<file path="src/rtl/inst_fetch_buffer.sv">
// ---------------------------------------------------------------------------
// inst_fetch_buffer
//
// Instruction fetch stage that sits directly in front of the CPU. It follows
// the CPU program counter and prefetches sequential words from a
// variable-latency instruction memory into a small address+data queue. It
// presents the word that matches pc together with a valid flag; the CPU clock
// enable is gated externally by inst_valid. Any pc that differs from the
// expected sequential address counts as a redirect. A redirect flushes the
// queue and restarts fetching at pc.
//
// Parameters
//   DEPTH_LOG2  queue depth = 2**DEPTH_LOG2 entries
//   RESET_PC    first fetch address after reset
//
// Ports
//   clk_cpu            in   clock, rising edge
//   reset              in   synchronous, active-high
//   pc[31:0]           in   current CPU program counter
//   inst_ack           in   CPU consumed the presented instruction
//   inst[31:0]         out  instruction for pc, 0 (NOP) when !inst_valid
//   inst_valid         out  inst is valid for the current pc
//   mem_req            out  memory read request (registered)
//   mem_adrs[31:0]     out  memory read address, stable while mem_req
//   mem_ack            in   one-cycle acknowledge, honoured only while mem_req
//   mem_rd_data[31:0]  in   read data, valid with mem_ack
//
// Optional build macro FETCH_STATS_EN adds the following outputs:
//   stat_redirects[15:0]     cycles with a redirect (saturating)
//   stat_stall_cycles[15:0]  cycles with inst_valid=0 (saturating)
// ---------------------------------------------------------------------------
module inst_fetch_buffer #(
  parameter int          DEPTH_LOG2 = 2,
  parameter logic [31:0] RESET_PC   = 32'h0000_0000
) (
  input  logic        clk_cpu,
  input  logic        reset,
  input  logic [31:0] pc,
  input  logic        inst_ack,
  output logic [31:0] inst,
  output logic        inst_valid,
  output logic        mem_req,
  output logic [31:0] mem_adrs,
  input  logic        mem_ack,
  input  logic [31:0] mem_rd_data
`ifdef FETCH_STATS_EN
  ,
  output logic [15:0] stat_redirects,
  output logic [15:0] stat_stall_cycles
`endif
);

  localparam int                  DEPTH = 1 << DEPTH_LOG2;
  localparam logic [DEPTH_LOG2:0] FULL  = (DEPTH_LOG2 + 1)'(DEPTH);

  typedef enum logic [1:0] {
    IDLE    = 2'd0,
    WAIT    = 2'd1,
    DISCARD = 2'd2
  } state_t;

  state_t                state, state_next;
  logic [31:0]           q_adrs [DEPTH];
  logic [31:0]           q_data [DEPTH];
  logic [DEPTH_LOG2-1:0] head, tail;
  logic [DEPTH_LOG2:0]   count;
  logic [31:0]           fetch_adrs;
  logic [31:0]           exp_adrs;
  logic                  redirect;
  logic                  issue, retire, push, pop;

  // The address the CPU should present next if nothing has redirected it:
  // the oldest buffered word first, then the word in flight, then the next
  // address to fetch. A DISCARD request never counts, because its data is
  // thrown away.
  always_comb begin
    exp_adrs = fetch_adrs;
    if (count != '0)
      exp_adrs = q_adrs[head];
    else if (state == WAIT)
      exp_adrs = mem_adrs;
  end

  assign redirect   = (exp_adrs != pc);
  assign inst_valid = (count != '0) && (q_adrs[head] == pc);
  assign inst       = inst_valid ? q_data[head] : 32'h0;
  // A valid head always equals pc, so a pop can never coincide with a redirect.
  assign pop        = inst_ack && inst_valid;

  always_comb begin
    state_next = state;
    issue      = 1'b0;
    retire     = 1'b0;
    push       = 1'b0;
    case (state)
      IDLE: begin
        if (!redirect && (count < FULL)) begin
          issue      = 1'b1;
          state_next = WAIT;
        end
      end
      WAIT: begin
        if (mem_ack) begin
          retire     = 1'b1;
          push       = !redirect;
          state_next = IDLE;
        end else if (redirect) begin
          state_next = DISCARD;
        end
      end
      DISCARD: begin
        if (mem_ack) begin
          retire     = 1'b1;
          state_next = IDLE;
        end
      end
      default: state_next = IDLE;
    endcase
  end

  always_ff @(posedge clk_cpu) begin
    if (reset) begin
      state      <= IDLE;
      mem_req    <= 1'b0;
      mem_adrs   <= 32'h0;
      fetch_adrs <= RESET_PC;
      count      <= '0;
      head       <= '0;
      tail       <= '0;
    end else begin
      state <= state_next;
      if (issue) begin
        mem_req  <= 1'b1;
        mem_adrs <= fetch_adrs;
      end else if (retire) begin
        mem_req  <= 1'b0;
      end
      if (redirect) begin
        count      <= '0;
        head       <= '0;
        tail       <= '0;
        fetch_adrs <= pc;
      end else begin
        if (push) begin
          tail       <= tail + 1'b1;
          fetch_adrs <= mem_adrs + 32'd4;
        end
        if (pop)
          head <= head + 1'b1;
        case ({push, pop})
          2'b10:   count <= count + 1'b1;
          2'b01:   count <= count - 1'b1;
          default: ;
        endcase
      end
    end
  end

  // Queue storage is not reset: occupancy is tracked entirely by count.
  always_ff @(posedge clk_cpu) begin
    if (push) begin
      q_adrs[tail] <= mem_adrs;
      q_data[tail] <= mem_rd_data;
    end
  end

`ifdef FETCH_STATS_EN
  function automatic logic [15:0] sat_inc(input logic [15:0] v);
    return (v == 16'hFFFF) ? v : v + 16'd1;
  endfunction

  always_ff @(posedge clk_cpu) begin
    if (reset) begin
      stat_redirects    <= 16'h0;
      stat_stall_cycles <= 16'h0;
    end else begin
      if (redirect)
        stat_redirects <= sat_inc(stat_redirects);
      if (!inst_valid)
        stat_stall_cycles <= sat_inc(stat_stall_cycles);
    end
  end
`endif

endmodule

</file>
<file path="config.mk">
export PLATFORM = sky130hd
export DESIGN_NAME = inst_fetch_buffer
export DESIGN_NICKNAME = d
export VERILOG_FILES = /design/src/rtl/inst_fetch_buffer.sv
export SDC_FILE = /design/constraint.sdc
export NUM_CORES = 1
export LEC_CHECK = 0
export ABC_AREA = 1
export CAP_MARGIN = 10
export CORE_AREA = 2 2 172 174
export CTS_CLUSTER_DIAMETER = 150
export CTS_CLUSTER_SIZE = 12
export DETAILED_ROUTE_END_ITERATION = 12
export DIE_AREA = 0 0 174 176
export PLACE_DENSITY = 0.82
export SYNTH_ARGS = -nofsm -noshare
export SYNTH_HDL_FRONTEND = slang
export SYNTH_SLANG_ARGS = --single-unit
</file>
<file path="constraint.sdc">
create_clock -name clk_cpu -period 7.1 [get_ports clk_cpu]
set_clock_uncertainty 0.2 [all_clocks]
set_input_delay 0.71 -clock clk_cpu [delete_from_list [all_inputs] [get_ports clk_cpu]]
set_output_delay 0.71 -clock clk_cpu [all_outputs]
set_load 0.01 [all_outputs]
</file>
Word-level counts from Yosys, hierarchy flattened
Memory sizes are Yosys's and may differ from the RTL's. A register that Yosys moved wholly into a read port is not among the register bits.
Index checks and enable logic that the tools add are counted.
Storage, ports and cells
  register bits: 74
  bits in latches: 0
  RAM bits: 256
  memory bits (read-only): 0
  input bits: 68
  output and inout port bits: 66
  word-level logic and storage cells: 61
  memories: 2
Memories
  q_adrs: words 4, width 32, read ports 1, clocked after Yosys merged registers in 1, wr ports 1, RTL line 63  | logic [31:0] q_adrs [DEPTH];
  q_data: words 4, width 32, read ports 1, clocked after Yosys merged registers in 1, wr ports 1, RTL line 64  | logic [31:0] q_data [DEPTH];
Operators by class
  add/subtract/negate cells: 5
  multiply operators: 0
  div/mod/pow operators: 0
  order comparisons: 1
  eq/ne operators: 9
  shift operators: 0
  mux-type cells: 25
  bitwise operators: 0
  reduce and logical (&&, ||, !) cells: 12
Operator list (count)
  $mux 32: 5
  $add 32x3->32 const B: 1
  $eq 32x32->1: 1
  $ne 32x32->1: 1
  $mux 2: 8
  $mux 1: 10
  $pmux 2 s3: 1
  $pmux 3 s2: 1
  $reduce_bool 2->1: 3
  $add 2x1->2 const B: 2
  $eq 2x1->1 const B: 2
  $eq 2x2->1 const B: 2
  $ne 2x2->1 const B: 2
  $reduce_or 2->1: 2
  $add 3x1->3 const B: 1
  $logic_and 1x1->1: 3
  $lt 3x3->1 const B: 1
  $ne 3x3->1 const B: 1
  $reduce_and 3->1: 1
  $reduce_bool 3->1: 1
  $sub 3x1->3 const B: 1
  $logic_not 2->1: 1
  $logic_not 1->1: 1

Logic depth before layout (Yosys ltp)
  depth after elaboration: 9
  depth in mapped cells: 26

Least setup slack after synthesis
No wires, ideal clock.
  kind: reg2reg
  from: reg state[1]
  to: mem q_adrs[0][0] (enable)
  data arrival time: 4.779 ns
  data required time: 6.414 ns
  path slack: 1.634 ns
  cell stages (with the launch flop): 19
  clock period less this slack: 5.466 ns
  cells stage by stage: dfxtp_1 inv_1 ha_1 buf_4 inv_2 buf_6 nor2_1 o21ai_0 nand3_1 nand2_1 nand2_1 nor2_1 nand2_1 nor2_2 nand2_4 nor2_4 buf_6 inv_1 nor2_1
On the way
  cells in the longest elaborated chain, start to end: 9
Ends and longest elaborated chain
  start, declared: RTL line 62  | state_t state, state_next;
  start signal, assigned: RTL line 131  | state <= state_next;
  $eq 2x1->1 (*): RTL line 80, 95
  $mux 32: RTL line 80  | else if (state == WAIT)
  $mux 32: RTL line 78  | if (count != '0)
  $ne 32x32->1: RTL line 84  | assign redirect = (exp_adrs != pc);
  $logic_not 1->1: RTL line 105  | push = !redirect;
  $mux 1: RTL line 103  | if (mem_ack) begin
  $mux 1 (*): RTL line 95  | case (state)
  $mux 1 (*): RTL line 161  | if (push) begin
  $mux 1 (implied by the code) (*): RTL line 162  | q_adrs[tail] <= mem_adrs;
  end, declared: RTL line 63
Mark *: on every way between the ends. The rest lies on a longest branch, timed or not.

==> impl_metrics.yaml <==
clocking:
  clock_sinks: 332
  cts_htree_levels: 1
  cts_resized: 0
  cts_setup_buffers: 0
  cts_buffers: 31
  cts_tree: "yes"
  clock_path_buffers: 3
  ctsHoldBuffers: 0
  clk_pin_slew_worst_paths_ns: 0.06
  insertion_delay_ns: 0.57
  root_buffer: "clkbuf_16"
global_route:
  grt_max_degree: 100
  overflow: 0
  grt_pass1_wl_mm: 64.2
  grt_pass1_vias: 11800
  grtUsageTotal_pct: 26.7
  antenna_found_initial: 1
drt:
  drtIter0Drc: 1625
  viasPerCell: 5.58
  wl_per_cell_um: 18.4
  drc_errors: 0
  ant_nets: 0
  wirelength_mm: 41.4
  drtPass1Iterations: 7
  vias: 12600
logic_synthesis:
  yosys.area_share.simple_pct: 26.0
  synth_seq_cells: 332
  synthXorXnorAreaFrac_pct: 1.73
  yosysTopAreaCell: "edfxtp_1"
  netlist_instances: 1746
  synth_top_cells_by_area: "edfxtp_1, nand2_1, dfxtp_1"
  synth-edff-count: 256
  synth.yosys.seq_area_share_pct: 58.8
  ys_warn_count: 0
  synth_top_cells_by_count: "nand2_1, edfxtp_1, nand3_1"
  synth_compound_area_share_pct: 6.05
  avgSynthCellArea_um2: 8.96
  ys_types: 39
  synth_flop_cell: "edfxtp_1"
  synth.mux.area_fraction_pct: 0
  async_flop_share_pct: 0
  syn_area_mm2: 0.0157
  synth_top_area_share_pct: 49.1
  yosys.area_share.adder_pct: 0.847
  syn_nets: 1824
  synth_top_family_by_area: "simple AND/OR/NAND/NOR gates"
  synthMostInstantiatedCell: "nand2_1"
power:
  seqPwrFrac_pct: 55.8
  clkPwrFrac_pct: 40.4
  pwr-share-comb_pct: 3.8
  internal_power_mw: 2.99
  ir_drop_v: 0.000168
  p_switching_mw: 0.762
  p_total_mw: 3.75
  p_sw_share_pct: 20.3
  pwr_density_cell_mw_per_mm2: 207
  p_leak_nw: 7.35
setup_path:
  worstPathArrival_ns: 4.73
  crit_path_max_fanout: 69
  startpoint_type: "flop"
  critPathRequiredTime_ns: 6.19
  cp-end-kind: "output port"
  critPathKind: "reg2out"
  ff2ff_setup_slack_ns: 2.03
layout:
  nets: 1924
  n_antenna_cell: 0
  final_cells: 2255
  drive_gt1_share_pct: 4.06
  n_fill_cell: 2350
  area_delta_synth_final_pct: 15.7
floorplan:
  initial_core_util_pct: 54.8
  dieArea_mm2: 0.0306
  rows: 62
  core_mm2: 0.0285
  pin_count: 134
  chipHeight_um: 176
  die_w_um: 174
timing:
  timing.setup.tns_ns: 0
  drv_slew: 0
  hold_viol: 0
  tightest_slew_ns: 1.07
  slew_headroom_pct: 28.9
  final-setup-viol-count: 0
  fmax_mhz: 177
  whs_ns: 0.267
  fin_crit_sh_pct: 79.5
  period_minus_slack_ns: 5.64
  rsz0062_at_grt: "false"
run:
  cap_viol_max_count: 0
placement:
  hpwl_mm: 26.5
  place_inst: 2197
  port_buffers: 133
  place_congestion: 0.964
min_path:
  hold_class: "reg2reg"
outcome:
  status: "finished, final reports clean"
metrics by stage:
step / setup WS, ns / instance area, µm² / utilization, %
after global routing: 1.29 / 18100 / 63.4
after floorplan: 1.63 / 15700 / -
after global placement: 1.94 / 17200 / 60.2
after CTS: 1.05 / 18100 / 63.4
final: 1.46 / 18100 / 63.4
after detailed placement: 1.70 / 17200 / 60.2
path summary, 6_finish.rpt:
check | end | startpoint | cells past startpoint
worst min register to register | mem_req | mem_req | 2
worst min-delay path | mem_req | mem_req | 2
worst max-delay path | inst[16] | flop | 13
worst max register to register | count[2] | flop | 21
registers in the layout, indices dropped and copies added (netlist names), named ones only:
name / cells
mem_adrs: 32
q_adrs: 128
q_data: 128
tail: 2
fetch_adrs: 32
mem_req: 1
count: 3
head: 2
state: 2
worst max-delay path, stage by stage, from the launching register on:
cell and delay (ns):
dfxtp_4 0.51, inv_4 0.60, nand2_1 0.12, nand3_1 0.12
nand2_1 0.17, nand2_1 0.12, nand2_1 0.06, nor2_1 0.31
nand4_1 0.22, nor2_1 0.22, nand3_1 0.15, nor2_4 0.67
and3_1 0.30, clkdlybuf4s50_1 0.54
metal layers:
layer  part of all wire (%)  wire length (µm)  global-route usage [%]
met1                     41             17000                    36.4
met2                     47             19300                    43.6
met3                    8.4              3460                    3.75
met4                    3.9              1610                    10.7
met5                  0.031                13                       0
final cells by class:
class	instances	area, µm²	area share (%)
timing repair buffer	152	1470	8.14
clock inverter	1	8.76	0.0484
inverter	151	569	3.14
clock buffer	57	895	4.94
multi-input combinational	1178	5470	30.2
tap	384	480	2.65
sequential	332	9210	50.9
placed cells by master (no fill, tap or decap), types with 30 or more instances in the layout:
cell	count
clkdlybuf4s50_1	133
nand3_1	181
and3_1	33
dfxtp_1	75
clkbuf_16	32
o21ai_0	95
nor2_1	134
a21oi_1	41
edfxtp_1	256
xor2_1	30
inv_1	144
nand2_1	562
cell families after synthesis:
group	Yosys count
buffers and inverters	236
flip-flops	332
XOR/XNOR	31
adder cells (fa/ha/maj)	10
AND/OR/NAND/NOR	963
AO/OA/AOI/OAI	174
power by group through the flow:
stage          Sequential [mW]  Clock (mW)  Combinational, mW
6_report                  2.09        1.51              0.142
3_5_place_dp              2.13           0              0.139
5_1_grt                   2.09        1.62              0.155
4_1_cts                   2.09        1.54              0.140
3_3_place_gp              2.13           0              0.136
2_1_floorplan             2.13           0             0.0639
No activity file was read; power rests on OpenSTA's default activity.
